$ cat config.mk
export PLATFORM = sky130hd
export DESIGN_NAME = led_ctrl
export DESIGN_NICKNAME = d
export VERILOG_FILES = /design/src/rtl/led_ctrl.sv
export SDC_FILE = /design/constraint.sdc
export NUM_CORES = 1
export LEC_CHECK = 0
export BUFFER_PORTS_ARGS = -buffer_cell sky130_fd_sc_hd__buf_4
export CAP_MARGIN = 5
export CORE_MARGIN = 4
export CORE_UTILIZATION = 60
export DETAILED_ROUTE_END_ITERATION = 8
export MAX_ROUTING_LAYER = met4
export PLACE_DENSITY = 0.8
export SLEW_MARGIN = 30
export SYNTH_ARGS = -nofsm -noshare
export SYNTH_HDL_FRONTEND = slang
export SYNTH_SLANG_ARGS = --single-unit
$ cat constraint.sdc
create_clock -name clk -period 2.8 [get_ports clk]
set_input_delay 0 -clock clk [delete_from_list [all_inputs] [get_ports clk]]
set_output_delay 0 -clock clk [all_outputs]
set_load 0.05 [all_outputs]
$ cat src/rtl/led_ctrl.sv
// rtl/led_ctrl.sv - debounced switch-to-LED controller with direct, blink, chase and PWM modes
module led_ctrl #(
   parameter int N          = 8,
   parameter int DEB_CYCLES = 16,
   parameter int TICK_DIV   = 50_000_000,
   parameter int PWM_BITS   = 8
) (
   input  logic                clk,
   input  logic                rst_n,
   input  logic [N-1:0]        sw,
   input  logic [1:0]          mode,
   input  logic [PWM_BITS-1:0] duty,
   output logic [N-1:0]        led,
   output logic [N-1:0]        sw_db,
   output logic                tick
);

   localparam int CW = (DEB_CYCLES > 1) ? $clog2(DEB_CYCLES) : 1;
   localparam int PW = (TICK_DIV > 1) ? $clog2(TICK_DIV) : 1;
   localparam logic [CW-1:0] DEB_LAST = CW'(DEB_CYCLES - 1);
   localparam logic [PW-1:0] PRE_LAST = PW'(TICK_DIV - 1);

   typedef enum logic [1:0] {
      MODE_DIRECT = 2'b00,
      MODE_BLINK  = 2'b01,
      MODE_CHASE  = 2'b10,
      MODE_PWM    = 2'b11
   } mode_e;

   logic [N-1:0]          sync1_q, sync1_d;
   logic [N-1:0]          sync2_q, sync2_d;
   logic [N-1:0][CW-1:0]  cnt_q, cnt_d;
   logic [N-1:0]          sw_db_q, sw_db_d;
   logic [PW-1:0]         pre_q, pre_d;
   logic                  tick_q, tick_d;
   logic                  phase_q, phase_d;
   logic [N-1:0]          chase_q, chase_d;
   logic [N-1:0]          chase_rot;
   logic [PWM_BITS-1:0]   pwm_q, pwm_d;
   logic                  pwm_on;
   logic [N-1:0]          led_q, led_d;

   generate
      if (N == 1) begin : g_rot_single
         assign chase_rot = chase_q;
      end else begin : g_rot_multi
         assign chase_rot = {chase_q[N-2:0], chase_q[N-1]};
      end
   endgenerate

   assign pwm_on = (pwm_q < duty);

   always_comb begin
      sync1_d = sw;
      sync2_d = sync1_q;
      sw_db_d = sw_db_q;
      cnt_d   = '0;
      // A bit must disagree for DEB_CYCLES consecutive cycles before it is accepted
      for (int i = 0; i < N; i++) begin
         if (sync2_q[i] != sw_db_q[i]) begin
            if (cnt_q[i] == DEB_LAST) begin
               sw_db_d[i] = sync2_q[i];
            end else begin
               cnt_d[i] = cnt_q[i] + 1'b1;
            end
         end
      end

      pre_d   = (pre_q == PRE_LAST) ? '0 : pre_q + 1'b1;
      tick_d  = (pre_d == PRE_LAST);
      phase_d = phase_q ^ tick_q;
      chase_d = tick_q ? chase_rot : chase_q;
      pwm_d   = pwm_q + 1'b1;

      led_d = sw_db_q;
      case (mode_e'(mode))
         MODE_DIRECT: led_d = sw_db_q;
         MODE_BLINK:  led_d = phase_q ? sw_db_q : '0;
         MODE_CHASE:  led_d = chase_q & sw_db_q;
         MODE_PWM:    led_d = pwm_on ? sw_db_q : '0;
         default:     led_d = sw_db_q;
      endcase
   end

   always_ff @(posedge clk or negedge rst_n) begin
      if (!rst_n) begin
         sync1_q <= '0;
         sync2_q <= '0;
         cnt_q   <= '0;
         sw_db_q <= '0;
         pre_q   <= '0;
         tick_q  <= 1'b0;
         phase_q <= 1'b0;
         chase_q <= N'(1);
         pwm_q   <= '0;
         led_q   <= '0;
      end else begin
         sync1_q <= sync1_d;
         sync2_q <= sync2_d;
         cnt_q   <= cnt_d;
         sw_db_q <= sw_db_d;
         pre_q   <= pre_d;
         tick_q  <= tick_d;
         phase_q <= phase_d;
         chase_q <= chase_d;
         pwm_q   <= pwm_d;
         led_q   <= led_d;
      end
   end

   assign led   = led_q;
   assign sw_db = sw_db_q;
   assign tick  = tick_q;

endmodule
== Word-level counts from Yosys, hierarchy flattened ==
Cells that the tools add are included.
Widths: inputs -> output; s select.
Cells by class
  eq/ne operators: 21
  mux-type cells: 20
  add/subtract/negate cells: 10
  bitwise gates (word level): 2
  magnitude comparators: 1
  reduce and logical (&&, ||, !) cells: 9
Operator list (number)
  $mux 4: 16
  $eq 26x26->1 const B: 2
  $add 4x1->4 const B: 8
  $eq 4x4->1 const B: 8
  $pmux 8 s4: 1
  $add 26x1->26 const B: 1
  $mux 26: 1
  $mux 8: 2
  $reduce_and 2->1: 8
  $add 8x1->8 const B: 1
  $and 8x8->8: 1
  $lt 8x8->1: 1
  $ne 1x1->1: 8
  $eq 2x2->1 const B: 2
  $eq 2x1->1 const B: 1
  $logic_not 2->1: 1
  $xor 1x1->1: 1
Storage, ports and cells
  register bits: 108
  word-level logic and storage cells: 87
  output and inout port bits: 17
  bits of input ports: 20

== Logic depth before layout (Yosys ltp) ==
  word-level depth: 3
  gate-level depth with buffers: 8
  depth with buffers taken out: 7

== Least setup slack after synthesis ==
No wires, ideal clock.
  path type: flip-flop to flip-flop
  from: register pre_q[0]
  to: register tick_q (netlist: tick)
  path slack: 494 ps
  path buffers: 0
  data required time: 2705 ps
  arrival time: 2211 ps
  library setup time: 95 ps
  period minus slack after synthesis: 2306 ps
  stages on the path, launching flop included: 8
  cell sequence: dfrtp_1 -> ha_1 -> nand4_1 -> nor4_4 -> nand3_2 -> xor2_1 -> or4_4 -> nor4b_2
On the way
  cells in the longest elaborated chain, start to end: 3
  elaborated cells between the ends (all ways): 4
  classes of those cells: 1 x add/sub; 2 x eq/ne; 1 x mux
Ends and longest elaborated chain
  start: declaration: line 34  | logic [PW-1:0] pre_q, pre_d;
  start signal: assignment: line 102  | pre_q <= pre_d;
  $add 26x1->26 or $eq 26x26->1 (tied branches): line 69  | pre_d = (pre_q == PRE_LAST) ? '0 : pre_q + 1'b1;
  $mux 26 (*): line 69
  $eq 26x26->1 (*): line 70  | tick_d = (pre_d == PRE_LAST);
  via tick_d: line 35  | logic tick_q, tick_d;
  end signal: assignment: line 103  | tick_q <= tick_d;
  end: declaration: line 35
The timed path passes the listed nets; every way through them passes the cells marked *.
A chain may end at the register's enable or synchronous reset.

== Final worst setup path ==
  from: register pwm_q[1]
  to: register led_q[0] (netlist: led[0])
On the way
  cells in the longest elaborated chain, start to end: 3
Ends and longest elaborated chain
  start: declaration: line 39  | logic [PWM_BITS-1:0] pwm_q, pwm_d;
  start signal: assignment: line 106  | pwm_q <= pwm_d;
  $lt 8x8->1: line 51  | assign pwm_on = (pwm_q < duty);
  $mux 8: line 80  | MODE_PWM: led_d = pwm_on ? sw_db_q : '0;
  $pmux 8 s4: line 76  | case (mode_e'(mode))
  via led_d[0]: line 41  | logic [N-1:0] led_q, led_d;
  end signal: assignment: line 107  | led_q <= led_d;
  end: declaration: line 41
The timed path passes the listed nets, and every way through them passes these cells.

==> impl_metrics.csv <==
group,metric,value,unit
layout,syn_to_final_growth,14.29,%
floorplan,start_util,0.6211,
power_and_ir_drop,ir_drop,0.0002579,V
routing,vias_per_cell,5.634,
clock_tree,cts.sinks,108,
setup_path,reg2regPathDepth,7,
routing,wl_met2,4.416,mm
setup_path,cp.arrival,2.86,ns
power_and_ir_drop,p_leak,2.524,nW
timing,hold_viol,0,
floorplan,die_h,97.67,um
clock_tree,clock_path_buffers,2,
global_route,antenna_found_initial,0,
timing,finalSetupViolCount,0,
floorplan,placementRows,32,
setup_path,start_kind,"register",
routing,first_iter_violations,150,
routing,wl_met1,3.716,mm
setup_path,cp_slowest_cell,"dlygate4sd3_1",
logic_synthesis,yosysTopAreaCell,"dfrtp_1",
clock_tree,clk_pin_slew,0.11,ns
timing,maxSlewViolCount,0,
timing,final.setup.tns,0,ns
logic_synthesis,syn_nets,454,
global_route,grt_pass1_wl,14.92,mm
logic_synthesis,synth.distinct_cells,44,
timing,period_needed,2.548,ns
placement,port_buffers,36,
layout,layout-drive-gt1-share,0.1762,
routing,drtAntennaViolNets,0,
clock_tree,tritoncts,"built",
setup_path,worst_setup_path_end_kind,"register",
setup_path,crit_chain,"ha_1 > a21o_1 > a21o_1 > a21oi_1 > o2111ai_1 > a31oi_1 > dlygate4sd3_1",
timing,fin_crit_sh,0.9100,
logic_synthesis,yosys-top-cells-area,"dfrtp_1 55%, xnor2_1 6.0%, ha_1 4.4%",
routing,firstDrtPassIters,4,
routing,wire_per_inst,14.96,um
layout,nets,503,
status,outcome,"finished, final reports clean",
clock_tree,worst_skew_pair.late_latency,0.37,ns
placement,place_congestion,0.8460,
logic_synthesis,syn-cell-area,4825,um2
logic_synthesis,ys_ff_latch,108,
timing,finClkSkew,0.01277,ns
floorplan,die_w,97.67,um
power_and_ir_drop,finalPower,2.679,mW
global_route,grt_max_degree,72,
floorplan,io_pins,37,
routing,drcViolationCount,0,
timing,fmax,392.5,MHz
floorplan,die_area,9539,um2
logic_synthesis,synth_cells,417,
clock_tree,htree_num_levels,3,
global_route,grt_overflow,0,
setup_path,path_max_fanout,8,
layout,num_antenna_cells,0,
run,drv_cap,0,
setup_path,cpPeakStageDelay,0.57,ns
global_route,grt_pass1_vias,3280,
logic_synthesis,yosys_warnings,0,
timing,rsz0062_at_grt,"no",
timing,tightest_slew,0.7426,ns
logic_synthesis,synth_top_area_share,0.5550,
timing,slew_headroom,0.5044,
routing,vias,3228,
power_and_ir_drop,power_density,485.8,nW/um2
logic_synthesis,synth.avg_cell_area,11.57,um2
clock_tree,cts_setup_buffers,0,
routing,highest-signal-layer,"met4",
layout,postLayoutCoreUtil,0.7099,
floorplan,coreArea,7767,um2
clock_tree,cts_root_buffer,"clkbuf_8",
routing,wl,8.574,mm
placement,place_hpwl,6.118,mm
clock_tree,cts_made_buffers,9,
global_route,track_usage,0.1966,
setup_path,critPathMostFrequentCell,"a21o_1",
worst_hold_path,hp-class,"in2async",
routing,wl_met3,343,um
setup_path,path_class,"reg2reg",
setup_path,crit_required,3.11,ns
logic_synthesis,yosysSeqAreaShare,0.5604,
==> cells in the final DEF, fill, tap and decap left out, drive strengths merged, types with 4 or more instances in the layout <==
cell         instances
nand3               23
dlygate4sd3         12
nand4                9
a31oi                8
nor2b               10
clkbuf               9
xnor2               33
buf                 39
a21oi               20
nor3                 5
and4                 4
mux2                16
inv                 20
dfrtp              107
ha                  17
clkinv               4
nor2                33
nor3b                9
nand4b               9
xor2                14
o21ai               10
nand2               23
nand2b              10
==> layer usage <==
| layer | global-route usage | up-vias |
|---|---|---|
| met5 | - | - |
| met4 | 0.05005 | 0 |
| met3 | 0.04666 | 12 |
| met2 | 0.3363 | 66 |
| met1 | 0.2355 | 1606 |
| li1 | - | 1544 |
==> worst max-delay path: cells and delay by family (launching register included) <==
kind,cells,cell delay (ns)
compound gates,5,1.22
fa+ha+maj,1,0.28
flops,1,0.43
buf+inv,1,0.57
==> cells by family (layout without fill, tap and decap cells) <==
kind of cell    count (synthesis)  count (layout)  share of synthesized area
simple gates                  150             150                     0.1870
flops                         108             108                     0.5604
xor+xnor                       47              47                    0.08532
compound gates                 46              46                    0.05498
buf+inv                        30              84                    0.02464
mux                            19              19                    0.04357
fa+ha+maj                      17              17                    0.04409
==> repair_timing <==
action | 4_1_cts | 5_1_grt
gates resized for setup | 0 | 0
hold buffers | 12 | 0
hold endpoints to repair | 53 | 0
endpoints found under the setup margin | 0 | 0
==> sequential cells by signal, summed over array words and instances (netlist names) <==
register and cells:
chase_q 8, cnt_q 32, led 8, phase_q 1, pre_q 26, pwm_q 8, sw_db 8, sync1_q 8
sync2_q 8, tick 1
==> synth_stat cells <==
| library cell | count |
|---|---|
| nor4_1 | 1 |
| xor2_1 | 14 |
| nand4_1 | 6 |
| or4_1 | 2 |
| a31oi_1 | 8 |
| nor4b_2 | 1 |
| dfstp_2 | 1 |
| ha_1 | 17 |
| o2111ai_1 | 2 |
| and3_2 | 1 |
| nor3_1 | 5 |
| a21o_1 | 2 |
| and3_1 | 2 |
| nand3_2 | 2 |
| nand4_4 | 1 |
| a41oi_1 | 1 |
| a22oi_1 | 1 |
| and2_1 | 2 |
| mux2_2 | 16 |
| nand4bb_1 | 1 |
| nand4b_1 | 9 |
| a2bb2oi_1 | 1 |
| nand3_1 | 21 |
| nand3b_1 | 1 |
| buf_2 | 4 |
| o21ai_0 | 10 |
| nor2b_1 | 10 |
| and4_1 | 4 |
| nand4_2 | 2 |
| nor2_1 | 33 |
| nor4_4 | 2 |
| or4b_2 | 1 |
| dfrtp_1 | 107 |
| clkbuf_1 | 8 |
| nor3b_1 | 9 |
| a211oi_1 | 1 |
| xnor2_1 | 33 |
| or4_4 | 1 |
| mux2i_1 | 3 |
| a21oi_1 | 20 |
| nand2_1 | 23 |
| clkbuf_2 | 1 |
| nand2b_1 | 10 |
| inv_1 | 17 |
==> through the flow <==
step | setup slack, ns | hold WS (ns) | instances | instance area, um2
3_5_place_dp | 0.4008 | -0.002286 | 545 | 5202
2_1_floorplan | 0.4938 | -0.2956 | 417 | 4825
5_1_grt | 0.1587 | 0.1568 | 573 | 5514
6_report | 0.2521 | 0.1294 | 573 | 5514
4_1_cts | 0.2859 | 0.1286 | 573 | 5514
3_3_place_gp | 0.5348 | -0.006222 | 545 | 5202
==> layout make-up <==
class | instances | area [um2]
tap | 102 | 127.6
inverter | 17 | 63.81
sequential | 108 | 2704
multi-input combinational | 279 | 2002
clock inverter | 7 | 67.56
timing repair buffer | 51 | 425.4
clock buffer | 9 | 123.9
fill | 577 | 2253
==> worst paths after layout <==
| path | startpoint | end | slack, ns |
|---|---|---|---|
| max reg2reg | pwm_q[1] | led[0] | 0.25 |
| min in group clk | sw[6] | sync1_q[6] | 0.27 |
| max in group asynchronous | rst_n | chase_q[0] | 1.92 |
| min reg2reg | sync1_q[5] | sync2_q[5] | 0.36 |
| max | pwm_q[1] | led[0] | 0.25 |
| min | rst_n | cnt_q[20] | 0.13 |
==> power by group <==
part	total (mW)	leakage, nW	switching (mW)	internal (mW)
sequential	1.63	1.42	0.0353	1.60
combinational	0.153	1.01	0.0799	0.0732
clock	0.892	0.0989	0.547	0.345
Power figures use the tool's default switching activity.
